`config.mk`:
```
export PLATFORM = sky130hd
export DESIGN_NAME = legv8_regfile
export DESIGN_NICKNAME = d
export VERILOG_FILES = /design/src/rtl/legv8_regfile.sv
export SDC_FILE = /design/constraint.sdc
export NUM_CORES = 2
export LEC_CHECK = 0
export CORE_MARGIN = 2
export CORE_UTILIZATION = 50
export DETAILED_ROUTE_END_ITERATION = 7
export GPL_TIMING_DRIVEN = 0
export HOLD_SLACK_MARGIN = 0.08
export PLACE_DENSITY = 0.66
export REMOVE_ABC_BUFFERS = 1
export SYNTH_ARGS = -nofsm -noshare
export SYNTH_HDL_FRONTEND = slang
export SYNTH_SLANG_ARGS = --single-unit
```
`constraint.sdc`:
```
create_clock -name clk -period 9.6 [get_ports clk]
set_input_delay 1.92 -clock clk [delete_from_list [all_inputs] [get_ports clk]]
set_output_delay 1.92 -clock clk [all_outputs]
set_load 0.05 [all_outputs]
```
`src/rtl/legv8_regfile.sv`:
```
// rtl/legv8_regfile.sv - LEGv8 register file: two async read ports, one write port, XZR at X31, sequential dump engine
module legv8_regfile #(
   parameter int DATA_W = 64,
   parameter int NREG   = 32
) (
   input  logic              clk,
   input  logic              rst_n,
   input  logic [4:0]        read_reg1,
   input  logic [4:0]        read_reg2,
   output logic [DATA_W-1:0] read_data1,
   output logic [DATA_W-1:0] read_data2,
   input  logic              reg_write,
   input  logic [4:0]        write_reg,
   input  logic [DATA_W-1:0] write_data,
   input  logic              dump_start,
   output logic              dump_valid,
   output logic [4:0]        dump_addr,
   output logic [DATA_W-1:0] dump_data,
   output logic              dump_busy,
   output logic              dump_done
);

   typedef enum logic [1:0] {IDLE, RUN, DONE} state_t;

   localparam logic [4:0] XZR = 5'd31;

   // X31 has no storage; only X0..X30 are held
   logic [DATA_W-1:0] regs [NREG-1];

   state_t     state, state_next;
   logic [4:0] index, index_next;
   logic       wr_en;

   assign wr_en = reg_write && (write_reg != XZR);

   always_ff @(posedge clk or negedge rst_n) begin
      if (!rst_n) begin
         for (int i = 0; i < NREG - 1; i++) regs[i] <= '0;
      end else if (wr_en) begin
         regs[write_reg] <= write_data;
      end
   end

   // A pending write to the addressed register is forwarded in the same cycle
   assign read_data1 = (read_reg1 == XZR) ? '0 :
                       (wr_en && write_reg == read_reg1) ? write_data : regs[read_reg1];
   assign read_data2 = (read_reg2 == XZR) ? '0 :
                       (wr_en && write_reg == read_reg2) ? write_data : regs[read_reg2];

   always_ff @(posedge clk or negedge rst_n) begin
      if (!rst_n) begin
         state <= IDLE;
         index <= '0;
      end else begin
         state <= state_next;
         index <= index_next;
      end
   end

   always_comb begin
      state_next = state;
      index_next = index;
      case (state)
         IDLE: begin
            if (dump_start) begin
               state_next = RUN;
               index_next = '0;
            end
         end
         RUN: begin
            index_next = index + 5'd1;
            if (index == XZR) state_next = DONE;
         end
         DONE:    state_next = IDLE;
         default: state_next = IDLE;
      endcase
   end

   assign dump_valid = (state == RUN);
   assign dump_busy  = (state != IDLE);
   assign dump_done  = (state == DONE);
   assign dump_addr  = index;
   assign dump_data  = (!dump_valid || index == XZR) ? '0 :
                       (wr_en && write_reg == index) ? write_data : regs[index];

endmodule

```
==> out/qor.yml <==
floorplanning:
  rows: 182
  die_area_um2: 249900
  start_util_pct: 50.13
  die_x_um: 499.9
  fp.dieH_um: 499.9
  io_pins: 283
  core_um2: 245300
cts:
  clk-insertion-delay-late_ns: 0.88
  post-cts-setup-buffers: 0
  ctsResizeCount: 0
  cts_tree: "done"
  cts_sinks: 1991
  htreeDepth: 4
  clk_path_buf_depth: 3
  clockRootBuffer: "clkbuf_16"
  numCtsBuffers: 216
  cts_hold_buf: 0
  clkSlewWorstSetupHoldPaths_ns: 0.06
route:
  drcViolationCount: 0
  antenna_left: 0
  viasPerCell: 7.621
  avgRoutedWirePerCell_um: 40.11
  num_vias: 91120
  first_pass_iters: 6
  wl_um: 479500
  drt_iter0_markers: 12344
finish:
  multi_input_comb_area_um2: 68690
  register_area_um2: 49840
  fin_cells: 11957
  syn2layout_area_growth_pct: 13.95
  stdcell_area_um2: 140100
  n_fill_cell: 18822
  fin_nets: 8616
  final_core_util_pct: 57.12
  drive_gt1_share_pct: 45.33
synthesis:
  yosys_warnings: 0
  synth_area_leaders: "dfrtp_1 41%, mux4_2 22%, mux2_2 18%"
  synth_ff_type: "dfrtp_1"
  yosys-top-cells-count: "1,991 x dfrtp_1, 1,986 x mux2_2, 1,204 x mux4_2"
  synth_edf_count: 0
  yosysTopAreaCell: "dfrtp_1"
  synthCells: 8745
  syn_area_um2: 122900
  avgSynthCellArea_um2: 14.06
  synth_top_area_share_pct: 40.53
  yosysUniqueCellTypes: 67
  async_flop_share_pct: 100.0
  yosysMostFrequentCell: "dfrtp_1"
  ys_seq_area_share_pct: 40.53
  synth-seq-cells: 1991
run_status:
  status: "finished, violations left"
  violations: "max-capacitance violations, max-slew violations"
setup_path:
  rr_endpoint: "dump_addr[3]"
  max_stage_delay_ns: 1.06
  reg2reg_from: "dump_addr[0]"
  start_kind: "input pin"
  r2r_cells: 8
  critPathBufInv: 4
  crit_fanout: 28
  end_kind: "output pin"
  worstPathCellList: "clkdlybuf4s50_1 -> nand4_1 -> o2111ai_1 -> o21a_4 -> buf_12 -> buf_16 -> o21ai_0 -> o21ai_0 -> clkdlybuf4s50_1"
  cp_top_family: "buffers and inverters"
  required_ns: 7.68
  rrSetupSlack_ns: 6.48
  cpMaxStageDelayCell: "clkdlybuf4s50_1"
  crit_type: "input pin to output pin"
  arrival_ns: 7.15
place:
  port-buffer-count: 282
  gp_congestion: 0.8036
  place_inst: 11532
  place_ws_ns: 0.6808
  dpl-instance-area_um2: 132600
  dp_hpwl_um: 300500
timing:
  slew_violations: 14
  fmax_mhz: 110.2
  tns_ns: 0
  worstMarginPinSlew_ns: 1.530
  finClkSkew_ns: 0.001790
  postLayoutSetupSlackWorst_ns: 0.5267
  fin_crit_sh_pct: 94.51
  period_minus_slack_ns: 9.073
  finalSetupViolCount: 0
  hold_viol: 0
  slew_headroom_pct: -2.238
  grt_setup_unrepaired: "false"
pwr:
  pwr_density_cell_nw_per_um2: 256.9
  max-vdd-ir-drop_v: 0.0002374
  p_leak_uw: 0.05860
worst_hold_path:
  whs_path_depth: 1
  holdCritStartpoint: "regs[110]"
  min_path_type: "register to register"
  hold_path_end: "regs[110]"
grt:
  gr-total-overflow: 0
  use_met3_pct: 11.50
  grt_util_met1_pct: 47.84
  grt_usage_pct: 37.98
  grt_busiest_layer: "met2"
  grt_pass1_wl_um: 679200
  grt_pass1_vias: 91534
  grt_util_met2_pct: 56.42
  antenna_found_initial: 34
  grt_max_degree: 185
job:
  max_cap_violations: 2
==> cells in the final DEF, fill, tap and decap left out, types with 20 or more instances in the layout <==
cell type and count:
a211o_1 26, a32o_1 67, buf_12 90, o21ai_0 205, a221o_1 52, a211oi_1 38, nor2_4 20, o22ai_1 249
o221ai_1 132, dfrtp_1 1986, o21ai_1 34, inv_1 59, nor2_1 41, clkbuf_1 54, mux4_2 1204, clkdlybuf4s50_1 271
clkbuf_16 222, a22o_1 62, a2bb2oi_1 25, a31oi_1 39, a22oi_1 98, a221oi_1 32, diode_2 24, clkbuf_8 60
mux2_1 33, mux2_2 1986, nand2_1 234, buf_8 37, mux2i_1 663, a311oi_1 52, o211ai_1 28, clkinv_2 39
buf_16 166, a21oi_1 134
==> through the flow <==
step / total power [µW] / hold slack, ns
6_report: 35980 / 0.5262
3_5_place_dp: 26910 / 0.5055
5_1_grt: 37070 / 0.5402
4_1_cts: 35650 / 0.5237
2_1_floorplan: 22040 / 0.4792
3_3_place_gp: 27280 / 0.4942
==> sequential cells by signal, summed over array words and instances, names as in the netlist <==
name and flops:
dump_addr 5, regs 1984, state 2
==> worst register-to-register path, cell delays in order (launching register included) <==
cell and delay (ns):
dfrtp_4 0.76, buf_16 0.33, buf_16 0.37, and2_2 0.66, buf_12 0.31, nand2_1 0.14, nor3_1 0.23, a21o_1 0.13
a22o_1 0.13
==> cell families after synthesis <==
kind of cell / Yosys count / share of synthesized area, %
multiplexers: 3886 / 45.95
XOR/XNOR: 15 / 0.1069
buffers and inverters: 1077 / 4.010
AO/OA/AOI/OAI: 1346 / 7.831
adder cells (fa/ha/maj): 2 / 0.02035
AND/OR/NAND/NOR: 428 / 1.554
flip-flops: 1991 / 40.53
==> final cells by class <==
cell class,count,share of cell area [%]
clock inverter,64,0.5654
multi-input combinational,5677,49.04
timing repair buffer,584,7.035
sequential,1991,35.58
tap,3220,2.876
clock buffer,336,4.700
inverter,61,0.1652
antenna,24,0.04287
==> metal layers <==
metal  share of wire, %  up-vias
met4                7.9       18
met5              0.021        -
met1                 36    47871
met2                 44     6837
li1                   -    34468
met3                 12     1926
==> how the worst max path moves through the flow <==
stage,from,end,slack (ns),depth (start not counted)
after floorplan,dump_addr[0],dump_data[12],-14.69,5
after global placement,rst_n,regs[1036],-84.85,1
after detailed placement,write_reg[1],read_data1[43],0.68,9
after CTS,write_reg[1],read_data1[43],0.67,9
after global routing,write_reg[1],read_data1[0],0.57,9
final,write_reg[1],read_data1[43],0.53,9
==> power breakdown <==
| group | total [µW] | switching [µW] | internal, µW |
|---|---|---|---|
| registers | 11800 | 1750 | 10100 |
| logic | 15400 | 8230 | 7170 |
| clock network | 8780 | 3660 | 5120 |
| total | 36000 | 13600 | 22300 |
No activity file was read; power rests on OpenSTA's default activity.
